## src/rtl/gpu_pkg.sv

```systemverilog
// Shared types for the vertex front end: assembled vertex record, beat geometry, fetch FSM states.
package gpu_pkg;
  typedef struct packed {
    logic [31:0] x;
    logic [31:0] y;
    logic [31:0] z;
  } vertex_t;

  localparam int BEAT_BYTES    = 8;
  localparam int BEATS_PER_VTX = 2;

  typedef enum logic [1:0] {IDLE, FETCH, DRAIN} vfu_state_t;
endpackage

```

## src/rtl/vertex_fifo.sv

```systemverilog
// Synchronous vertex FIFO; head is read straight from the storage registers.
module vertex_fifo
  import gpu_pkg::*;
#(
  parameter int DEPTH = 4
) (
  input  logic                   clk,
  input  logic                   reset,
  input  logic                   push,
  input  logic                   pop,
  input  vertex_t                din,
  output vertex_t                dout,
  output logic [$clog2(DEPTH):0] count,
  output logic                   full,
  output logic                   empty
);
  localparam int AW = $clog2(DEPTH);

  vertex_t       mem [DEPTH];
  logic [AW-1:0] wr_ptr, rd_ptr;
  logic          do_push, do_pop;

  assign empty   = (count == '0);
  assign full    = (count == (AW+1)'(DEPTH));
  assign do_pop  = pop && !empty;
  assign do_push = push && (!full || do_pop);
  assign dout    = mem[rd_ptr];

  always_ff @(posedge clk) begin
    if (!reset) begin
      wr_ptr <= '0;
      rd_ptr <= '0;
      count  <= '0;
    end else begin
      if (do_push) wr_ptr <= wr_ptr + AW'(1);
      if (do_pop)  rd_ptr <= rd_ptr + AW'(1);
      count <= count + (AW+1)'(do_push) - (AW+1)'(do_pop);
    end
  end

  always_ff @(posedge clk) begin
    if (do_push) mem[wr_ptr] <= din;
  end
endmodule

```

## src/rtl/vertex_fetch_unit.sv

```systemverilog
// Fetches a frame's vertices as 64-bit beat pairs, assembles {x,y,z}, and streams them
// out; beat0 issue is credit-gated so the FIFO always has room for every response.
module vertex_fetch_unit
  import gpu_pkg::*;
#(
  parameter int FIFO_DEPTH  = 4,
  parameter int STRIDE_LOG2 = 4
) (
  input  logic        clk,
  input  logic        reset,
  input  logic        frame_start,
  input  logic [31:0] vertex_base,
  input  logic [31:0] vertex_count,
  output logic        busy,
  output logic        done,
  output logic        mem_rd_req,
  output logic [31:0] mem_rd_addr,
  input  logic        mem_rd_ready,
  input  logic        mem_rd_valid,
  input  logic [63:0] mem_rd_data,
  output logic        out_valid,
  input  logic        out_ready,
  output logic [31:0] vertex_x,
  output logic [31:0] vertex_y,
  output logic [31:0] vertex_z
);
  localparam int RW = $clog2(FIFO_DEPTH) + 1;
  localparam int BW = $clog2(BEATS_PER_VTX);

  vfu_state_t    state, state_nxt;
  logic          done_nxt;
  logic [31:0]   base, count, vtx_idx, rsp_cnt, rsp_cnt_nxt;
  logic [BW-1:0] req_beat, rsp_beat;
  logic [RW-1:0] reserved, reserved_nxt, fifo_cnt;
  logic [31:0]   hold_x, hold_y;
  logic          start_ok, acc0, acc1, last_acc, rsp_live, push, pop;
  logic          can_issue, drain_done, fifo_full, fifo_empty;
  vertex_t       push_v, head;

  assign start_ok     = frame_start && !done;
  assign acc0         = mem_rd_req && mem_rd_ready && (req_beat == '0);
  assign acc1         = mem_rd_req && mem_rd_ready && (req_beat != '0);
  assign last_acc     = acc1 && (vtx_idx == count - 32'd1);
  assign rsp_live     = mem_rd_valid && (state != IDLE);
  assign push         = rsp_live && (rsp_beat != '0);
  assign pop          = out_valid && out_ready;
  assign reserved_nxt = reserved + RW'(acc0) - RW'(pop);
  assign can_issue    = reserved_nxt < RW'(FIFO_DEPTH);
  assign rsp_cnt_nxt  = rsp_cnt + 32'(push);
  // Finish on the edge where the last vertex leaves, so done lands the very next cycle.
  assign drain_done   = (state == DRAIN) && (rsp_cnt_nxt == count) &&
                        ((fifo_cnt + RW'(push) - RW'(pop)) == '0);
  assign push_v       = '{x: hold_x, y: hold_y, z: mem_rd_data[31:0]};

  assign busy      = (state != IDLE);
  assign out_valid = !fifo_empty;
  assign vertex_x  = out_valid ? head.x : '0;
  assign vertex_y  = out_valid ? head.y : '0;
  assign vertex_z  = out_valid ? head.z : '0;

  always_ff @(posedge clk) begin
    if (!reset) begin
      state <= IDLE;
      done  <= 1'b0;
    end else begin
      state <= state_nxt;
      done  <= done_nxt;
    end
  end

  always_comb begin
    state_nxt = state;
    done_nxt  = 1'b0;
    case (state)
      IDLE:    if (start_ok) begin
                 if (vertex_count != '0) state_nxt = FETCH;
                 else                    done_nxt  = 1'b1;
               end
      FETCH:   if (last_acc) state_nxt = DRAIN;
      DRAIN:   if (drain_done) begin
                 state_nxt = IDLE;
                 done_nxt  = 1'b1;
               end
      default: state_nxt = IDLE;
    endcase
  end

  always_ff @(posedge clk) begin
    if (!reset) begin
      base <= '0; count <= '0; vtx_idx <= '0; rsp_cnt <= '0;
      req_beat <= '0; rsp_beat <= '0; reserved <= '0;
      hold_x <= '0; hold_y <= '0;
      mem_rd_req <= 1'b0; mem_rd_addr <= '0;
    end else begin
      reserved <= reserved_nxt;
      if (state == IDLE) begin
        if (start_ok && vertex_count != '0) begin
          base        <= vertex_base & ~32'h7;
          count       <= vertex_count;
          vtx_idx     <= '0;
          rsp_cnt     <= '0;
          req_beat    <= '0;
          rsp_beat    <= '0;
          mem_rd_req  <= 1'b1;
          mem_rd_addr <= vertex_base & ~32'h7;
        end
      end else begin
        rsp_cnt <= rsp_cnt_nxt;
        if (rsp_live) begin
          rsp_beat <= rsp_beat + BW'(1);
          if (rsp_beat == '0) {hold_y, hold_x} <= mem_rd_data;
        end
        if (state == FETCH) begin
          if (acc0) begin
            req_beat    <= BW'(1);
            mem_rd_addr <= mem_rd_addr + 32'(BEAT_BYTES);
          end else if (acc1) begin
            req_beat <= '0;
            if (last_acc) mem_rd_req <= 1'b0;
            else begin
              // Next beat0 address is parked here even while credit holds req low.
              vtx_idx     <= vtx_idx + 32'd1;
              mem_rd_addr <= base + ((vtx_idx + 32'd1) << STRIDE_LOG2);
              mem_rd_req  <= can_issue;
            end
          end else if (!mem_rd_req) begin
            mem_rd_req <= can_issue;
          end
        end
      end
    end
  end

  vertex_fifo #(.DEPTH(FIFO_DEPTH)) u_fifo (
    .clk   (clk),
    .reset (reset),
    .push  (push),
    .pop   (pop),
    .din   (push_v),
    .dout  (head),
    .count (fifo_cnt),
    .full  (fifo_full),
    .empty (fifo_empty)
  );

  fifo_overflow: assert property (@(posedge clk) disable iff (!reset) !(push && fifo_full && !pop));
endmodule

```

## config.mk

```make
export PLATFORM = sky130hd
export DESIGN_NAME = vertex_fetch_unit
export DESIGN_NICKNAME = d
export VERILOG_FILES = /design/src/rtl/gpu_pkg.sv /design/src/rtl/vertex_fifo.sv /design/src/rtl/vertex_fetch_unit.sv
export SDC_FILE = /design/constraint.sdc
export NUM_CORES = 1
export LEC_CHECK = 0
export CAP_MARGIN = 5
export CELL_PAD_IN_SITES_DETAIL_PLACEMENT = 2
export CELL_PAD_IN_SITES_GLOBAL_PLACEMENT = 2
export CORE_MARGIN = 2
export CORE_UTILIZATION = 40
export DETAILED_ROUTE_END_ITERATION = 12
export GPL_TIMING_DRIVEN = 0
export PLACE_DENSITY_LB_ADDON = 0.15
export SYNTH_ARGS = -nofsm -noshare
export SYNTH_HDL_FRONTEND = slang
export SYNTH_SLANG_ARGS = --single-unit
```

## constraint.sdc

```tcl
create_clock -name clk -period 9.09 [get_ports clk]
set_clock_uncertainty 0.05 [all_clocks]
set_input_delay 1.818 -clock clk [delete_from_list [all_inputs] [get_ports clk]]
set_output_delay 1.818 -clock clk [all_outputs]
set_load 0.01 [all_outputs]
```

==> results.toml <==
[run_status]
status = "completed"

[synth]
avgSynthCellArea_um2 = 11.35
synthArstFlopShare = 0
ys_seq_elements = 620
yosysUniqueCellTypes = 90
yosysWarnings = 0
ys.flop_type = "edfxtp_1"
syn_area_um2 = 28870
synth_edf_count = 384
synth_seq_area_share = 0.5630
postSynthCellCount = 2545

[setup_path]
cp_data_arrival_time_ps = 6640
crit_fanout = 9
slowest_stage = "or4b_1"
cp_cell_sequence = "clkdlybuf4s50_1, and3_1, ha_1, ha_1, and4_1, clkbuf_1, nand4_1, or3_1, clkbuf_1, or3_1, o21ai_0, o21ai_0, o22ai_1, nand4_1, or4b_1, a211oi_1"
endpoint_kind = "register"
path_delay_family = "simple AND/OR/NAND/NOR gates"
cp_num_buf_inv = 3
startpoint_type = "input port"
critPathKind = "in2reg"
max_stage_delay_ps = 610
worstPathRequired_ps = 9500

[global_route]
grt_first_pass_wirelength_um = 162600
grt-ovfl-total = 0
grt-busiest-layer = "met2"
grtUsageMet1 = 0.3479
first_global_vias = 24806
antenna_found_initial = 1
grt_max_degree = 54
use_met2 = 0.5445
globalRouteTotalUtil = 0.2920
grtUsageMet3 = 0.03550

[sta]
relSlewSlack = 0.2093
fmax_mhz = 160.5
setup_viol = 0
rsz0062_at_grt = "false"
worst_pin_slew_ps = 1186
slew_violations = 0
period_minus_slack_ps = 6232
setup_tns_ps = 0
whs_ps = 419.4
hold_violations = 0
timing.final.crit_share = 0.6856

[pwr]
power.total_mw = 8.208
cellPowerDensity_nw_per_um2 = 232.6
leakage_nw = 11.98
peakVddDrop_v = 0.0001533

[cts]
cts-resized-gates = 0
cts_buffers = 71
cts_root_buffer = "clkbuf_16"
cts.path.max_buffers = 3
cts_setup_buffers = 0
cts_sinks = 620
clkLatencyLatePin_ps = 620
cts.clk_slew.worst_paths_ps = 60
htree_levels = 3
cts_tree = "built"
hold_buffers = 0

[drt]
first_pass_iters = 5
route.detailed.drc = 0
postRouteAntennaNets = 0
drtIter0Drc = 1432
vias_per_cell = 5.805
vias = 22587
totalWireLength_um = 109900
wl_per_cell_um = 28.23

[floorplan]
num_rows = 98
pin_count = 266
start_util = 0.4039
fp.dieW_um = 272.7
core_um2 = 71490
dieArea_um2 = 74350
dieHeight_um = 272.7

[place]
numPortBuffers = 258
finalWeightedCongestion = 0.8564
place_area_um2 = 32770
hpwl_um = 76310

[layout]
post-route-util = 0.4936
regArea_um2 = 16260
fillers = 7117
area_growth_pct = 22.20
nets = 3061
fin_area_um2 = 35290
drive_gt1_frac = 0.09320
multi_input_area_um2 = 11730

[run]
maxCapViolations = 0

[worst_hold_path]
min_path_type = "reg2reg"
synth_stat cells, types with 13 or more instances:
master    number  area [um^2]
edfxtp_1     384        11530
nand2_1      367         1378
dfxtp_1      236         4725
a21oi_1      204         1021
nor2_1       152        570.6
clkbuf_1     127        476.7
xnor2_1      114        998.5
and2_1       110        688.2
mux4_2        96         2162
o21ai_0       80        400.4
nand3_1       61        305.3
xor2_1        48        420.4
nor3_1        42        210.2
ha_1          41        513.0
inv_1         40        150.1
nand4_1       37        231.5
and3_1        29        181.4
or3_1         27        168.9
nor4_1        25        156.4
a31oi_1       20        125.1
a21o_1        19        142.6
buf_1         19        71.32
a211oi_1      17        127.6
buf_2         16        80.08
a22oi_1       13        97.59
worst min-delay path, delay by kind of cell (launching register included):
kind	cells	cell delay [ps]
AO/OA/AOI/OAI	1	50
flip-flops	1	320
AND/OR/NAND/NOR	1	50
layout make-up:
type                    count  share of cell area
well taps                 950             0.03369
clock buffers             101             0.05638
plain buffers             174             0.02110
multi-input cells        1711              0.3325
repair buffers            262             0.07631
diodes                      1          0.00007092
flip-flops and latches    620              0.4607
inverters                  42            0.004468
clock inverters            30             0.01475
per-layer routing:
| metal | up-vias | wire (um) |
|---|---|---|
| met5 | - | 9 |
| met2 | 597 | 58620 |
| met4 | 2 | 3441 |
| li1 | 9974 | - |
| met1 | 11838 | 43820 |
| met3 | 176 | 3954 |
per-stage QoR:
stage,instances,worst slack (ps)
after floorplan,2547,4026
after global placement,3755,1483
after detailed placement,3759,2363
after CTS,3890,2815
after global routing,3890,2688
final,3891,2858
path summary, 6_finish.rpt:
path | start | end | slack, ps | cells after the start
worst max-delay path | mem_rd_valid | done | 2860 | 16
worst min-delay path | base[15] | base[15] | 420 | 2
worst max register to register | state[0] | done | 3060 | 18
worst min register to register | base[15] | base[15] | 420 | 2
power by group:
part	internal [mW]	switching (mW)	total [mW]	leakage (nW)
clock	1.84	1.27	3.10	1.20
combinational	0.914	1.08	1.99	5.31
sequential	3.04	0.0713	3.11	5.47
total	5.79	2.42	8.21	12.0
cells by family (layout without fill, tap and decap cells):
logic type / after synthesis / after routing / synth area share
DFF: 620 / 620 / 0.5630
other: 1 / 4 / 0.0001299
AOI/OAI and AO/OA: 463 / 463 / 0.09897
adders and majority gates: 45 / 45 / 0.02054
and+or+nand+nor: 932 / 932 / 0.1586
xor gates and xnor gates: 162 / 162 / 0.04914
buffers and inverters: 216 / 609 / 0.03124
muxes: 106 / 106 / 0.07835
cell usage in the layout, fill, tap and decap left out, types with 19 or more instances in the layout:
cell | synthesis | final
nand3_1 | 61 | 61
or3_1 | 27 | 27
and3_1 | 29 | 29
nor3_1 | 42 | 42
a21o_1 | 19 | 19
xor2_1 | 48 | 48
and2_1 | 110 | 106
buf_1 | 19 | 19
o21ai_0 | 80 | 80
nor2_1 | 152 | 152
inv_1 | 40 | 40
nand4_1 | 37 | 37
edfxtp_1 | 384 | 384
a31oi_1 | 20 | 20
ha_1 | 41 | 41
dfxtp_1 | 236 | 236
mux4_2 | 96 | 96
clkdlybuf4s50_1 | 0 | 258
a21oi_1 | 204 | 204
xnor2_1 | 114 | 114
clkbuf_16 | 0 | 71
nand2_1 | 367 | 367
nor4_1 | 25 | 25
clkbuf_1 | 127 | 147
sequential cells by signal (all words and copies together), names as in the netlist, 3 cells and up, named ones only:
signal and flops:
base 29, u_fifo.count 3, u_fifo.mem 384, hold_y 32
vtx_idx 32, reserved 3, count 32, hold_x 32
rsp_cnt 32, mem_rd_addr 29
(Power assumes the default switching activity.)
